$ cat src/rtl/uart_ctrl_pkg.sv
// Shared types and constants for the UART byte/word adaptation stage.
// Build option: UART_CTRL_MSB_FIRST_EN selects big-endian byte order on both
// the RX packer and the TX serialiser (default little-endian).
package uart_ctrl_pkg;

  localparam int unsigned BYTES_PER_WORD = 4;
  localparam int unsigned BYTE_W         = 8;
  localparam int unsigned WORD_W         = BYTES_PER_WORD * BYTE_W;

  typedef enum logic [1:0] {IDLE, LOAD, SEND, DONE} tx_state_t;

  // Maps the byte sequence index (0 = first on the wire) to a word lane.
  function automatic logic [1:0] lane_sel(input logic [1:0] idx);
`ifdef UART_CTRL_MSB_FIRST_EN
    return ~idx;
`else
    return idx;
`endif
  endfunction

endpackage

$ cat src/rtl/uart_tx_serializer.sv
// TX serialiser: latches a 32-bit word from the bridge and presents it as four
// bytes over a valid/ready handshake. Also owns the sticky overrun flag.
// Ports:
//   clk, rst_n           clock, async active-low reset
//   data_in, data_in_en  word from bridge and its one-cycle strobe
//   err_clr              synchronous clear of err_overrun
//   tx_byte, tx_byte_vld byte to transmitter, held until accepted
//   tx_byte_rdy          transmitter ready
//   tx_busy              serialiser not idle
//   err_overrun          sticky: word arrived while busy and was dropped
// Build option: UART_CTRL_MSB_FIRST_EN (lane order via lane_sel).
module uart_tx_serializer
  import uart_ctrl_pkg::*;
(
  input  logic              clk,
  input  logic              rst_n,
  input  logic [WORD_W-1:0] data_in,
  input  logic              data_in_en,
  input  logic              err_clr,
  output logic [BYTE_W-1:0] tx_byte,
  output logic              tx_byte_vld,
  input  logic              tx_byte_rdy,
  output logic              tx_busy,
  output logic              err_overrun
);

  tx_state_t         state_q, state_d;
  logic [WORD_W-1:0] tx_buf_q, tx_buf_d;
  logic [1:0]        idx_q, idx_d;
  logic [BYTE_W-1:0] byte_q, byte_d;
  logic              vld_q, vld_d;
  logic              busy_q, busy_d;
  logic              ovr_q, ovr_d;
  logic [1:0]        idx_nxt;

  function automatic logic [BYTE_W-1:0] pick(input logic [WORD_W-1:0] w,
                                             input logic [1:0] idx);
    return w[{lane_sel(idx), 3'b000} +: BYTE_W];
  endfunction

  // Next-state and output decode
  always_comb begin
    state_d  = state_q;
    tx_buf_d = tx_buf_q;
    idx_d    = idx_q;
    byte_d   = byte_q;
    vld_d    = vld_q;
    ovr_d    = ovr_q;
    idx_nxt  = idx_q + 2'd1;

    case (state_q)
      IDLE: begin
        if (data_in_en) begin
          tx_buf_d = data_in;
          idx_d    = 2'd0;
          state_d  = LOAD;
        end
      end
      LOAD: begin
        byte_d  = pick(tx_buf_q, idx_q);
        vld_d   = 1'b1;
        state_d = SEND;
      end
      SEND: begin
        if (vld_q && tx_byte_rdy) begin
          if (idx_q == 2'(BYTES_PER_WORD - 1)) begin
            vld_d   = 1'b0;
            state_d = DONE;
          end else begin
            idx_d  = idx_nxt;
            byte_d = pick(tx_buf_q, idx_nxt);
          end
        end
      end
      DONE: state_d = IDLE;
      default: state_d = IDLE;
    endcase

    // A new set outranks a same-cycle clear
    if (data_in_en && (state_q != IDLE)) begin
      ovr_d = 1'b1;
    end else if (err_clr) begin
      ovr_d = 1'b0;
    end

    busy_d = (state_d != IDLE);
  end

  // State and output registers
  always_ff @(posedge clk or negedge rst_n) begin
    if (!rst_n) begin
      state_q  <= IDLE;
      tx_buf_q <= '0;
      idx_q    <= '0;
      byte_q   <= '0;
      vld_q    <= 1'b0;
      busy_q   <= 1'b0;
      ovr_q    <= 1'b0;
    end else begin
      state_q  <= state_d;
      tx_buf_q <= tx_buf_d;
      idx_q    <= idx_d;
      byte_q   <= byte_d;
      vld_q    <= vld_d;
      busy_q   <= busy_d;
      ovr_q    <= ovr_d;
    end
  end

  assign tx_byte     = byte_q;
  assign tx_byte_vld = vld_q;
  assign tx_busy     = busy_q;
  assign err_overrun = ovr_q;

endmodule

$ cat src/rtl/uart_ctrl.sv
// UART byte-to-word adaptation stage between the byte PHY and the bus bridge.
// RX: packs four bytes into a word, pulses UcUb_data_out_en for one cycle;
// partially assembled words are discarded after TIMEOUT_CYC idle clocks.
// TX: serialises a word from the bridge as four bytes (uart_tx_serializer).
// Ports:
//   clk, rst_n                         clock, async active-low reset
//   rx_byte, rx_byte_vld               byte from receiver and its strobe
//   tx_byte, tx_byte_vld, tx_byte_rdy  byte handshake to transmitter
//   UcUb_data_out, UcUb_data_out_en    assembled RX word to bridge
//   UbUc_data_in, UbUc_data_in_en      read-back word from bridge
//   tx_busy                            TX serialiser not idle
//   err_timeout, err_overrun, err_clr  sticky flags and their clear
// Build option: UART_CTRL_MSB_FIRST_EN selects big-endian byte order.
module uart_ctrl
  import uart_ctrl_pkg::*;
#(
  parameter int unsigned TIMEOUT_CYC = 50000,
  parameter int unsigned TO_W        = 16
) (
  input  logic              clk,
  input  logic              rst_n,
  input  logic [BYTE_W-1:0] rx_byte,
  input  logic              rx_byte_vld,
  output logic [BYTE_W-1:0] tx_byte,
  output logic              tx_byte_vld,
  input  logic              tx_byte_rdy,
  output logic [WORD_W-1:0] UcUb_data_out,
  output logic              UcUb_data_out_en,
  input  logic [WORD_W-1:0] UbUc_data_in,
  input  logic              UbUc_data_in_en,
  output logic              tx_busy,
  output logic              err_timeout,
  output logic              err_overrun,
  input  logic              err_clr
);

  logic [1:0]        rx_cnt_q, rx_cnt_d;
  logic [WORD_W-1:0] shadow_q, shadow_d;
  logic [TO_W-1:0]   to_cnt_q, to_cnt_d;
  logic [TO_W-1:0]   to_inc;
  logic [WORD_W-1:0] data_out_q, data_out_d;
  logic              out_en_q, out_en_d;
  logic              err_to_q, err_to_d;
  logic [WORD_W-1:0] word_c;

  // RX packing and inter-byte timeout
  always_comb begin
    rx_cnt_d   = rx_cnt_q;
    shadow_d   = shadow_q;
    to_cnt_d   = to_cnt_q;
    data_out_d = data_out_q;
    out_en_d   = 1'b0;
    err_to_d   = err_to_q;
    to_inc     = to_cnt_q + TO_W'(1);
    word_c     = shadow_q;
    word_c[{lane_sel(rx_cnt_q), 3'b000} +: BYTE_W] = rx_byte;

    if (err_clr) begin
      err_to_d = 1'b0;
    end

    if (rx_byte_vld) begin
      // A strobe always wins over a timeout expiring in the same cycle
      to_cnt_d = '0;
      if (rx_cnt_q == 2'(BYTES_PER_WORD - 1)) begin
        data_out_d = word_c;
        out_en_d   = 1'b1;
        rx_cnt_d   = 2'd0;
        shadow_d   = '0;
      end else begin
        shadow_d = word_c;
        rx_cnt_d = rx_cnt_q + 2'd1;
      end
    end else if (rx_cnt_q != 2'd0) begin
      if (to_inc == TO_W'(TIMEOUT_CYC)) begin
        rx_cnt_d = 2'd0;
        shadow_d = '0;
        to_cnt_d = '0;
        err_to_d = 1'b1;
      end else begin
        to_cnt_d = to_inc;
      end
    end
  end

  always_ff @(posedge clk or negedge rst_n) begin
    if (!rst_n) begin
      rx_cnt_q   <= '0;
      shadow_q   <= '0;
      to_cnt_q   <= '0;
      data_out_q <= '0;
      out_en_q   <= 1'b0;
      err_to_q   <= 1'b0;
    end else begin
      rx_cnt_q   <= rx_cnt_d;
      shadow_q   <= shadow_d;
      to_cnt_q   <= to_cnt_d;
      data_out_q <= data_out_d;
      out_en_q   <= out_en_d;
      err_to_q   <= err_to_d;
    end
  end

  assign UcUb_data_out    = data_out_q;
  assign UcUb_data_out_en = out_en_q;
  assign err_timeout      = err_to_q;

  // TX path is fully independent of RX
  uart_tx_serializer u_tx (
    .clk         (clk),
    .rst_n       (rst_n),
    .data_in     (UbUc_data_in),
    .data_in_en  (UbUc_data_in_en),
    .err_clr     (err_clr),
    .tx_byte     (tx_byte),
    .tx_byte_vld (tx_byte_vld),
    .tx_byte_rdy (tx_byte_rdy),
    .tx_busy     (tx_busy),
    .err_overrun (err_overrun)
  );

endmodule

$ cat config.mk
export PLATFORM = sky130hd
export DESIGN_NAME = uart_ctrl
export DESIGN_NICKNAME = d
export VERILOG_FILES = /design/src/rtl/uart_ctrl_pkg.sv /design/src/rtl/uart_tx_serializer.sv /design/src/rtl/uart_ctrl.sv
export SDC_FILE = /design/constraint.sdc
export NUM_CORES = 1
export LEC_CHECK = 0
export ABC_CLOCK_PERIOD_IN_PS = 3450
export BUFFER_PORTS_ARGS = -buffer_cell sky130_fd_sc_hd__buf_2
export CAP_MARGIN = 20
export CORE_ASPECT_RATIO = 1.4
export CORE_MARGIN = 1.5
export CORE_UTILIZATION = 55
export CTS_CLUSTER_SIZE = 8
export DETAILED_ROUTE_END_ITERATION = 10
export PLACE_DENSITY = 0.77
export SYNTH_ARGS = -nofsm -noshare
export SYNTH_HDL_FRONTEND = slang
export SYNTH_HIERARCHICAL = 1
export SYNTH_SLANG_ARGS = --single-unit
$ cat constraint.sdc
create_clock -name clk -period 3.45 [get_ports clk]
set_input_delay 0.69 -clock clk [delete_from_list [all_inputs] [get_ports clk]]
set_output_delay 0.69 -clock clk [all_outputs]
set_load 0.02 [all_outputs]
# After elaboration in Yosys (flattened, before gate mapping)
# Index checks and enable logic that the tools add are counted.
classes:
  add_sub_neg: 4
  n_eq_ne: 10
  shift: 4
  muxes: 34
  n_reduce_logical: 17
ops:
  columns: ["op", "n"]
  rows:
  - ["32-bit 2-to-1 mux", 4]
  - ["32-bit by 6-bit indexed part select with 8-bit output", 2]
  - ["16-bit 2-to-1 mux", 3]
  - ["32-bit bitwise mux", 1]
  - ["8-bit by 7-bit variable shift with 32-bit output, first input constant", 1]
  - ["8-bit by 7-bit indexed part select with 32-bit output", 1]
  - ["2-bit 2-to-1 mux", 10]
  - ["16-bit by 1-bit adder with 16-bit output, second input constant", 1]
  - ["16-bit == test, second input constant", 1]
  - ["8-bit 2-to-1 mux", 2]
  - ["8-bit case mux with 2 select lines", 1]
  - ["2-bit nonzero test", 8]
  - ["1-bit 2-to-1 mux", 10]
  - ["2-bit == test, second input constant", 4]
  - ["2-bit case mux with 4 select lines", 1]
  - ["5-bit negation with 7-bit output", 1]
  - ["2-bit AND reduction", 3]
  - ["3-bit AND reduction", 2]
  - ["2-bit by 1-bit adder with 2-bit output, second input constant", 2]
  - ["2-bit by 1-bit != test with 1-bit output, second input constant", 2]
  - ["2-bit != test, second input constant", 2]
  - ["2-bit case mux with 2 select lines", 1]
  - ["4-bit AND reduction", 1]
  - ["2-bit by 1-bit == test with 1-bit output, second input constant", 1]
  - ["3 further kinds", 4]
word_totals:
  ff_bits: 131
  inputBits: 46
  out_inout_bits: 45
  word_cells: 82

# Depth between registers and ports, before layout
# Gate-level depths: netlist (run 1).
depth:
  depth_word: 5
  mapped_depth: 8

# Modules after synthesis
# Netlist (run 1), hierarchy kept.
by_module_without_submodules:
  columns: ["module", "instances", "cells_each", "area_per_inst_um2", "seq_area_each_um2"]
  rows:
  - ["uart_ctrl", 1, 433, 4132.7, 2102.0]
  - ["uart_tx_serializer", 1, 129, 2077.0, 1176.1]

# Least setup slack after synthesis (run 1)
# OpenSTA, ideal clock, no wires.
synth_timing:
  kind: "register -> register"
  from: "reg to_cnt_q[0]"
  to: "reg shadow_q[0]"
  setup_ns: 0.122
  arrival_time_ns: 2.561
  t_required_ns: 3.328
  path_slack_ns: 0.768
  stages_incl_launch_ff: 9
  path_buffers: 1
  period_less_slack_ns: 2.682
  path_cell_list: "dfrtp_1 -> ha_1 -> and4_1 -> nand2_1 -> or4_4 -> a211o_1 -> or4_4 -> buf_6 -> a32o_1"
synth_between:
  elab_chain_len: 4
synth_lines:
  columns: ["item", "line_no", "text"]
  rows:
  - ["start: declaration", "uart_ctrl.sv:39", "logic [TO_W-1:0] to_cnt_q, to_cnt_d;"]
  - ["start signal: assignment", "uart_ctrl.sv:97", "to_cnt_q <= to_cnt_d;"]
  - ["16-bit by 1-bit adder with 16-bit output", "uart_ctrl.sv:54", "to_inc = to_cnt_q + TO_W'(1);"]
  - ["16-bit == test", "uart_ctrl.sv:75", "if (to_inc == TO_W'(TIMEOUT_CYC)) begin"]
  - ["2-bit nonzero test (no line)", null, null]
  - ["2-bit AND reduction (no line)", null, null]
  - ["end signal: assignment", "uart_ctrl.sv:96", "shadow_q <= shadow_d;"]
  - ["end: declaration", "uart_ctrl.sv:38", "logic [WORD_W-1:0] shadow_q, shadow_d;"]
# Every way passes these cells.
# A chain may end at the register's enable or synchronous reset.

# Final worst setup path (run 1)
layout_timing:
  from: "reg to_cnt_q[0]"
  to: "reg shadow_q[19]"
# Same word-level chain as after synthesis.

==> out/qor.tcl, run 1 <==
set qor(status) {finished, final reports clean}
set qor(place.gp.congestion) 0.899
set qor(worst_path_max_delay_cell) {or4_4}
set qor(fin_crit_ps) 2910
set qor(layout-drive-gt1-share) 0.264
set qor(gr-usage-all-layers) 0.231
set qor(post_synthesis_simple_gate_area_fraction) 0.144
set qor(hold_viol_final) 0
set qor(worstSetupEndpointType) {flop}
set qor(min_period_over_period) 0.844
set qor(place.detailed.instances) 761
set qor(area_growth_pct) 17.0
set qor(mostFrequentLayoutCells) {131 x dfrtp_1, 89 x buf_2, 69 x a21oi_1, 55 x nor2_1, 37 x mux2_2}
set qor(clock-sinks) 131
set qor(drt-vias-per-instance) 5.75
set qor(floorplan.die_area_mm2) 0.0119
set qor(yosys.cell_types.count) 53
set qor(core_region_area_mm2) 0.0109
set qor(yosys_warning_total) 6
set qor(drt_iter0_drc) 411
set qor(largest_net_degree_at_the_start_of_global_routing) 79
set qor(synth_xor_area_frac) 0.0155
set qor(cts_inserted_buffers) 17
set qor(drt_pre_antenna_iters) 5
set qor(finalNonFillerCells) 789
set qor(path_cells) {ha_1 -> and4_1 -> nand2_1 -> or4_4 -> a211o_1 -> or4_4 -> a32o_1}
set qor(dp_hpwl_mm) 8.76
set qor(holdCritPathClass) {primary input to asynchronous set/reset pin}
set qor(synth_sequential_area_ratio) 0.528
set qor(crit_arrival_ps) 3200
set qor(final_common_cell) {dfrtp_1}
set qor(critical_path_class) {flop to flop}
set qor(cts_tree) {built}
set qor(antenna_cells_inserted) 0
set qor(grt_antenna_before_repair) 0
set qor(synthesized_area_fraction_occupied_by_ao_oa_aoi_and_oai_cells) 0.132
set qor(number_of_primary_i_o_pins) 91
set qor(root_buffer) {clkbuf_16}
set qor(crit_path_max_cell_delay_ps) 610
set qor(vias) 4535
set qor(finalMaxSlewViolations) 0
set qor(totalNegativeSetupSlack_ps) 0
set qor(core.rowCount) 45
set qor(f_max_ghz) 0.343
set qor(cts_htree_levels) 4
set qor(cts.path.max_buffers) 2
set qor(setup-violations-final) 0
set qor(number_of_input_and_output_port_buffers_inserted) 90
set qor(synth_fa_ha_area_frac) 0.0242
set qor(startpoint_type) {flop}
set qor(hold_ws_ps) 324
set qor(synth.largest_area_cell) {dfrtp_1}
set qor(setup_repair_after_global_routing_missed_its_margin) {false}
set qor(clkLatencyLatePin_ps) 410
set qor(die-height_um) 129
set qor(worst_pin_slew_ps) 887
set qor(critical-path-top-cell-by-count) {or4_4}
set qor(clk_pin_slew_ps) 60
set qor(highest_fanout_seen_on_the_critical_path) 8
set qor(cell_count_after_synthesis) 562
set qor(largest_family_of_logic_cells_by_synthesized_area) {simple AND/OR/NAND/NOR gates}
set qor(max_cap_violations) 0
set qor(drc) 0
set qor(globalRoute.totalOverflow) 0
set qor(first_global_vias) 4565
set qor(power.density_mw_per_mm2) 902
set qor(cts_hold_buf) 0
set qor(fin_skew_ps) 7.17
set qor(power.static_leakage_nw) 3.26
set qor(grt_pass1_wl_mm) 21.4
set qor(async_flop_share) 1.00
set qor(post_cts.resized_instances) 0
set qor(finalPower_w) 0.00656
set qor(synth-seq-cells) 131
set qor(initial_core_utilization) 0.568
set qor(ir_drop_uv) 516
set qor(yosysTopAreaCellShare) 0.528
set qor(nNetsFinal) 697
set qor(synthMuxAreaShare) 0.114
set qor(synth_top_cells_by_area) {dfrtp_1 53%, mux2_2 6.7%, a21oi_1 5.6%}
set qor(die_width_um) 92.8
set qor(postRouteAntennaNets) 0
set qor(synth_top_flop_cell) {dfrtp_1}
set qor(routed_wl_mm) 12.9
set qor(synth_area_per_cell_um2) 11.0
set qor(cts.repair_timing.setup_buffer_count) 0
set qor(postSynthNetCount) 620
set qor(mappedNetlistArea_mm2) 0.00621
set qor(max_slew_margin) 0.409
set qor(wl_per_cell_um) 16.3
set qor(worst_ep_required_time_ps) 3730
set qor(synth_enable_flop_cells) 0
[worst paths after layout]
| path | from | depth (start not counted) | endpoint | slack (ps) |
|---|---|---|---|---|
| max in group asynchronous | rst_n | 2 | UcUb_data_out[22]$_DFFE_PN0P_ | 2270 |
| min | rst_n | 1 | to_cnt_q[8]$_DFFE_PN0P_ | 320 |
| max | to_cnt_q[0]$_DFFE_PN0P_ | 7 | shadow_q[19]$_DFFE_PN0P_ | 540 |
| max reg2reg | to_cnt_q[0]$_DFFE_PN0P_ | 7 | shadow_q[19]$_DFFE_PN0P_ | 540 |
| min reg2reg | u_tx/tx_buf_q[6]$_DFFE_PN0P_ | 1 | u_tx/tx_buf_q[6]$_DFFE_PN0P_ | 490 |
| min in group clk | u_tx/tx_buf_q[6]$_DFFE_PN0P_ | 1 | u_tx/tx_buf_q[6]$_DFFE_PN0P_ | 490 |
[synthesized netlist by cell type, types with 7 or more instances]
cell      instances
nand3_1           7
buf_2             8
a32o_1           26
nand2_1          30
dfrtp_1         131
nor2b_1          35
mux2_2           37
nor4_1            7
nor2_1           55
o21ai_0          11
ha_1             12
clkbuf_2          8
xnor2_1           8
nor3_1           12
mux4_1            8
a21oi_1          69
clkbuf_1         18
inv_1            14
[logic make-up (layout without fill, tap and decap cells)]
group           Yosys count  in the layout
simple gates            173            173
xor+xnor                 11             11
compound gates          127            127
fa+ha+maj                12             12
flops                   131            131
buf+inv                  56            142
mux                      52             52
[routing by layer]
layer | track usage | vias to the layer above | wire [µm]
met5 | 0 | - | 0
met4 | 0.0775 | 0 | 194
met3 | 0.0686 | 18 | 667
met2 | 0.393 | 142 | 6730
met1 | 0.279 | 2202 | 5290
li1 | - | 2173 | -
[report_power, final]
group	switching (W)	internal [W]	leakage [nW]
Combinational	0.00131	0.00111	1.34
Clock	0.000599	0.00107	0.273
Sequential	0.000325	0.00215	1.65
[critical path, delay by kind of cell (launching register included)]
family                     cells  cell delay [ps]
AOI/OAI and AO/OA              2              660
DFF                            1              450
and+or+nand+nor                4             1420
adders and majority gates      1              260
[state kept, by name (all words and copies together), names as in the netlist]
register,cells
shadow_q,32
u_tx/tx_byte,8
u_tx/tx_busy,1
u_tx/tx_buf_q,32
err_timeout,1
u_tx/tx_byte_vld,1
u_tx/err_overrun,1
UcUb_data_out,32
u_tx/state_q,2
u_tx/idx_q,2
UcUb_data_out_en,1
rx_cnt_q,2
to_cnt_q,16
[area by class of cell]
type                            instances  area, µm²
Fill cell                             851       3660
Sequential cell                       131       3280
Multi-Input combinational cell        375       2670
Timing Repair Buffer                  100        541
Clock buffer                           23        498
Tap cell                              141        176
Clock inverter                          5       52.6
Inverter                               14       52.6
[through the flow]
stage	cell area [µm²]	utilization	worst slack, ps
2_1_floorplan	6210	-	768
3_3_place_gp	6720	0.615	691
3_5_place_dp	6720	0.615	609
4_1_cts	7270	0.665	579
5_1_grt	7270	0.665	459
6_report	7270	0.665	538
No activity file was read; power rests on OpenSTA's default activity.
==> run 2, diff against run 1 <==
- ABC_AREA: not set -> 1
- ABC_CLOCK_PERIOD_IN_PS: 3450 -> 2800
- clock period: 3.45 -> 2.8 ns (I/O delays scaled with it)
==> run 2 against run 1 <==
Compared with the run above:
- fmax up 26%
- power rose by 38%
- critical path type unchanged
- critical endpoint is now shadow_q[23]$_DFFE_PN0P_
- sequential power is 24% higher
==> out/qor.tcl, run 2 <==
set qor(yosys.cell_types.count) 30
set qor(clock-sinks) 131
set qor(postRouteAntennaNets) 0
set qor(nNetsFinal) 932
set qor(mostFrequentLayoutCells) {364 x nand2_1, 131 x dfrtp_1, 89 x buf_2, 74 x inv_1, 30 x mux2_4}
set qor(startpoint_type) {flop}
set qor(fin_skew_ps) 11.9
set qor(power.static_leakage_nw) 4.20
set qor(layout-drive-gt1-share) 0.209
set qor(core.rowCount) 47
set qor(yosysMostFrequentCell) {nand2_1}
set qor(power.density_mw_per_mm2) 1160
set qor(switching_share) 0.389
set qor(busiest_layer) {met2}
set qor(holdCritPathClass) {primary input to asynchronous set/reset pin}
set qor(cts_htree_levels) 4
set qor(worst_ep_required_time_ps) 3110
set qor(cts_hold_buf) 0
set qor(number_of_primary_i_o_pins) 91
set qor(die_width_um) 95.2
set qor(area_growth_pct) 18.5
set qor(postSynthNetCount) 838
set qor(critical_path_class) {flop to flop}
set qor(antenna_cells_inserted) 0
set qor(fill_cells) 966
set qor(synth_enable_flop_cells) 0
set qor(finalNonFillerCells) 1033
set qor(finalPower_w) 0.00902
set qor(largest_net_degree_at_the_start_of_global_routing) 64
set qor(max_cap_violations) 0
set qor(dp_hpwl_mm) 10.5
set qor(drt_iter0_drc) 268
set qor(mappedNetlistArea_mm2) 0.00655
set qor(p_clk_frac) 0.265
set qor(worst_pin_slew_ps) 1010
set qor(crit_arrival_ps) 2620
set qor(synth_sequential_area_ratio) 0.501
set qor(grt_antenna_before_repair) 0
set qor(cts_tree) {built}
set qor(synth_top_flop_cell) {dfrtp_1}
set qor(status) {finished, final reports clean}
set qor(hold_viol_final) 0
set qor(routed_wl_mm) 15.6
set qor(drt-vias-per-instance) 5.20
set qor(synth.largest_area_cell) {dfrtp_1}
set qor(fin_crit_ps) 2310
set qor(synth-seq-cells) 131
set qor(drc) 0
set qor(ir_drop_uv) 563
set qor(root_buffer) {clkbuf_16}
set qor(first_global_vias) 5402
set qor(drt_pre_antenna_iters) 5
set qor(min_period_over_period) 0.826
set qor(setup-violations-final) 0
set qor(post_cts.resized_instances) 0
set qor(yosys_warning_total) 6
set qor(synthTopCellsByCount) {364 x nand2_1, 131 x dfrtp_1, 74 x inv_1, 30 x mux2_4}
set qor(pwr-share-seq) 0.340
set qor(grtUsageMet1) 0.320
set qor(cts_inserted_buffers) 17
set qor(groute.layer.met3.usage) 0.0577
set qor(place.detailed.instances) 1002
set qor(max_slew_margin) 0.324
set qor(combPwrFrac) 0.395
set qor(clkLatencyLatePin_ps) 420
set qor(synth_top_cells_by_area) {dfrtp_1 50%, nand2_1 21%, mux2_4 6.9%}
set qor(floorplan.die_area_mm2) 0.0126
set qor(net-switching-power_w) 0.00351
set qor(vias) 5370
set qor(async_flop_share) 1.00
set qor(cell_count_after_synthesis) 780
set qor(cts.repair_timing.setup_buffer_count) 0
set qor(layout.core_utilization) 0.663
set qor(synth_area_per_cell_um2) 8.39
set qor(timing.reg2reg.setup_slack_ps) 490
set qor(cts.path.max_buffers) 2
set qor(p_int_w) 0.00551
set qor(f_max_ghz) 0.433
set qor(core_region_area_mm2) 0.0117
set qor(gr-usage-all-layers) 0.266
set qor(worstSetupEndpointType) {flop}
set qor(wl_per_cell_um) 15.1
set qor(yosysTopAreaCellShare) 0.501
set qor(initial_core_utilization) 0.559
set qor(number_of_input_and_output_port_buffers_inserted) 90
set qor(grt_pass1_wl_mm) 26.0
set qor(setup_repair_after_global_routing_missed_its_margin) {false}
set qor(clk_pin_slew_ps) 60
set qor(finalMaxSlewViolations) 0
set qor(die-height_um) 132
set qor(place.gp.congestion) 0.913
set qor(final_common_cell) {nand2_1}
set qor(highest_fanout_seen_on_the_critical_path) 34
set qor(gr_util_met2) 0.455
set qor(globalRoute.totalOverflow) 0
set qor(totalNegativeSetupSlack_ps) 0
-- run 2: cell type report --
cell class                 instances  area (µm²)  share of cell area
multi-input combinational        545        2820               0.363
inverter                          78         293              0.0377
clock buffer                      20         457              0.0589
tap                              147         184              0.0237
sequential                       131        3280               0.423
clock inverter                    11         176              0.0227
timing repair buffer             101         552              0.0711
-- run 2: stage by stage --
step                      setup WS [ps]  hold WS (ps)  area [µm²]
after detailed placement            525           458        7130
after CTS                           502           151        7760
after floorplan                     904           264        6550
after global routing                331           175        7760
after global placement              572           454        7130
final                               489           123        7760
-- run 2: logic make-up after synthesis --
logic type,count (synthesis),synth area share
and+or+nand+nor,444,0.279
DFF,131,0.501
buffers and inverters,104,0.0690
AOI/OAI and AO/OA,55,0.0533
muxes,32,0.0722
adders and majority gates,12,0.0229
xor gates and xnor gates,2,0.00268
-- run 2: final timing paths --
path                                               start  depth (start not counted)                      endpoint
worst max-delay path             to_cnt_q[1]$_DFFE_PN0P_                         14      shadow_q[23]$_DFFE_PN0P_
worst min-delay path                               rst_n                          1  u_tx/tx_byte_vld$_DFFE_PN0P_
worst max register to register   to_cnt_q[1]$_DFFE_PN0P_                         14      shadow_q[23]$_DFFE_PN0P_
worst min register to register  shadow_q[26]$_DFFE_PN0P_                          2      shadow_q[26]$_DFFE_PN0P_
max in group asynchronous                          rst_n                          2       shadow_q[4]$_DFFE_PN0P_
min in group clk                                 err_clr                          2         err_timeout$_DFF_PN0_
-- run 2: metal layers --
layer	wire length, µm	vias up
met3	808	33
met1	6270	2527
li1	-	2638
met2	8120	172
met4	425	0
met5	0	-
-- run 2: power by group through the flow --
stage	Clock (W)	Combinational, W	Sequential, W
2_1_floorplan	0	0.00238	0.00328
3_3_place_gp	0	0.00345	0.00305
3_5_place_dp	0	0.00351	0.00307
4_1_cts	0.00242	0.00357	0.00306
5_1_grt	0.00251	0.00398	0.00315
6_report	0.00239	0.00357	0.00307
-- run 2: worst max-delay path: stages, from the launching register on --
cell and delay, ps:
dfrtp_1 400, ha_1 250, nand3_2 140, nor2_4 170, nand2_1 70, nand2_1 60
nand2_1 60, inv_1 50, nand2_1 40, nor2_1 210, nand3_4 140, nand2_4 130
nand2_4 240, nand2_1 160, nand2_1 60
==> run 3, diff against run 2 <==
- ABC_AREA: 1 -> 0
- ABC_CLOCK_PERIOD_IN_PS: 2800 -> 2200
- clock period: 2.8 -> 2.2 ns (I/O delays scaled with it)
==> run 3 against run 2 <==
Compared with the run above:
- the run now ends with negative setup slack left
- via count shrank 9.9%
- first-iteration DRC count grew 19%
- sequential share of layout area shrank 0.59 points
- worst setup slack lost 880 ps
- utilization grew 5.7 points
- clock skew shrank 3.9 ps
- wire length shrank 4.9%
- count of clock-buffer cells in the layout shrank 1
- non-clock buffer count grew 46
- worst hold slack lost 110 ps
- fmax shrank 11%
- sequential power grew 27%
- largest cell class unchanged
- largest power group unchanged
==> out/qor.tcl, run 3 (synthesis results as in run 1) <==
set qor(final_common_cell) {dfrtp_1}
set qor(vias) 4840
set qor(number_of_input_and_output_port_buffers_inserted) 90
set qor(root_buffer) {clkbuf_16}
set qor(worst_pin_slew_ps) 589
set qor(cts_inserted_buffers) 17
set qor(cts_hold_buf) 0
set qor(globalRoute.totalOverflow) 0
set qor(clock-sinks) 131
set qor(max_cap_violations) 0
set qor(setup-violations-final) 43
set qor(path_cells) {ha_4 -> and4_4 -> nand2_2 -> or4_4 -> a211o_4 -> buf_4 -> buf_6 -> nor4_4 -> buf_6 -> o21ai_2}
set qor(grt_pass1_wl_mm) 24.9
set qor(status) {complete, but fails checks}
set qor(dp_hpwl_mm) 9.71
set qor(preCtsSetupSlack_ps) -371
set qor(critical_path.reg2reg.startpoint) {to_cnt_q[1]$_DFFE_PN0P_}
set qor(post_layout_worst_setup_margin_ps) -392
set qor(first_global_vias) 5163
set qor(core.rowCount) 45
set qor(fin_skew_ps) 8.02
set qor(worst_ep_required_time_ps) 2500
set qor(f_max_ghz) 0.386
set qor(worstSetupEndpointType) {flop}
set qor(drt_pre_antenna_iters) 4
set qor(min_period_over_period) 1.18
set qor(fin_crit_ps) 2590
set qor(violated_checks) {negative setup slack}
set qor(worst_path_max_delay_cell) {dfrtp_1}
set qor(mostFrequentLayoutCells) {131 x dfrtp_1, 89 x buf_2, 69 x a21oi_1, 55 x nor2_1, 49 x buf_4}
set qor(highest_fanout_seen_on_the_critical_path) 8
set qor(power.static_leakage_nw) 3.56
set qor(startpoint_type) {flop}
set qor(power.density_mw_per_mm2) 1420
set qor(drt-vias-per-instance) 5.77
set qor(floorplan.die_area_mm2) 0.0119
set qor(routed_wl_mm) 14.9
set qor(antenna_cells_inserted) 0
set qor(initial_core_utilization) 0.568
set qor(cts.path.max_buffers) 2
set qor(crit_end) {shadow_q[26]$_DFFE_PN0P_}
set qor(ff2ff_path_depth) 10
set qor(cts_tree) {built}
set qor(core_region_area_mm2) 0.0109
set qor(nNetsFinal) 744
set qor(timing.critical_path.from) {to_cnt_q[1]$_DFFE_PN0P_}
set qor(hold_viol_final) 0
set qor(die-height_um) 129
set qor(ir_drop_uv) 1030
set qor(postPlaceCellArea_mm2) 0.00710
set qor(drc) 0
set qor(number_of_primary_i_o_pins) 91
set qor(setup_repair_after_global_routing_missed_its_margin) {true}
set qor(holdCritPathClass) {primary input to asynchronous set/reset pin}
set qor(timing.reg2reg.setup_slack_ps) -390
set qor(fin_area_mm2) 0.00787
set qor(gr-usage-all-layers) 0.270
set qor(die_width_um) 92.8
set qor(max_slew_margin) 0.604
set qor(wl_per_cell_um) 17.7
set qor(drt_iter0_drc) 319
set qor(critical-path-top-cell-by-count) {buf_6}
set qor(area_growth_pct) 26.7
set qor(largest_net_degree_at_the_start_of_global_routing) 58
set qor(layout-drive-gt1-share) 0.341
set qor(crit_path_max_cell_delay_ps) 430
set qor(cts_htree_levels) 4
set qor(place.gp.congestion) 0.903
set qor(crit_arrival_ps) 2890
set qor(grt_antenna_before_repair) 0
set qor(clk_pin_slew_ps) 60
set qor(rr_endpoint) {shadow_q[26]$_DFFE_PN0P_}
set qor(critical_path_class) {flop to flop}
set qor(clkLatencyLatePin_ps) 420
set qor(postRouteAntennaNets) 0
set qor(finalMaxSlewViolations) 0
==> run 3: cell types whose count changed in the layout (fill, tap and decap cells not counted), moves of 32 or more <==
cell | before | now
a21oi_1 | 2 | 69
buf_4 | 10 | 49
nor2b_1 | 0 | 35
mux2_2 | 2 | 37
nand2_1 | 364 | 29
nor2_1 | 23 | 55
inv_1 | 74 | 14
==> run 3: per-stage QoR <==
step / hold slack (ps) / std cells / total power, W / utilization / TNS (ps)
3_3_place_gp: 456 / 805 / 0.00785 / 0.650 / -10400
6_report: 17.9 / 839 / 0.0112 / 0.720 / -12960
2_1_floorplan: 144 / 562 / 0.00666 / - / -11850
3_5_place_dp: 470 / 805 / 0.00811 / 0.650 / -12010
4_1_cts: 25.3 / 838 / 0.0112 / 0.718 / -11440
5_1_grt: 54.1 / 839 / 0.0118 / 0.720 / -16060
==> run 3: worst min-delay path by stage <==
stage	from	endpoint	slack (ps)	depth (start not counted)
floorplan	rst_n	UcUb_data_out[0]$_DFFE_PN0P_	140	0
global placement	rst_n	u_tx/tx_buf_q[26]$_DFFE_PN0P_	460	1
detailed placement	rst_n	u_tx/tx_buf_q[10]$_DFFE_PN0P_	470	1
CTS	rst_n	u_tx/tx_buf_q[10]$_DFFE_PN0P_	30	1
global route	rst_n	u_tx/tx_buf_q[2]$_DFFE_PN0P_	50	1
finish	rst_n	u_tx/tx_buf_q[10]$_DFFE_PN0P_	20	1
==> run 3: repair_timing <==
| item | CTS | global route |
|---|---|---|
| buffers inserted | 2 | 0 |
| setup endpoints to repair | 43 | 43 |
| pin swaps | 25 | 10 |
| gates cloned | 0 | 0 |
| resized for setup | 26 | 4 |
==> run 3: area by class of cell <==
cell class / count / area, µm²
sequential: 131 / 3280
clock inverter: 12 / 180
timing repair buffer: 147 / 952
multi-input combinational: 375 / 2790
clock buffer: 19 / 443
inverter: 14 / 52.6
fill: 787 / 3050
tap: 141 / 176
==> run 3: metal layers <==
layer	GRT usage	up-vias	wire (µm)
met4	0.135	0	469
met5	0	-	0
met1	0.300	2363	5460
met3	0.0668	41	885
li1	-	2264	-
met2	0.479	172	8050
==> run 3: power by group <==
group	internal (W)	switching [W]
combinational	0.00204	0.00226
sequential	0.00337	0.000513
clock	0.00192	0.00105
total	0.00734	0.00382
==> run 3: critical path: cells and delay by family (launching register included) <==
family | cells | cell delay (ps)
fa+ha+maj | 1 | 180
buf+inv | 3 | 450
simple gates | 4 | 970
compound gates | 2 | 450
flops | 1 | 430
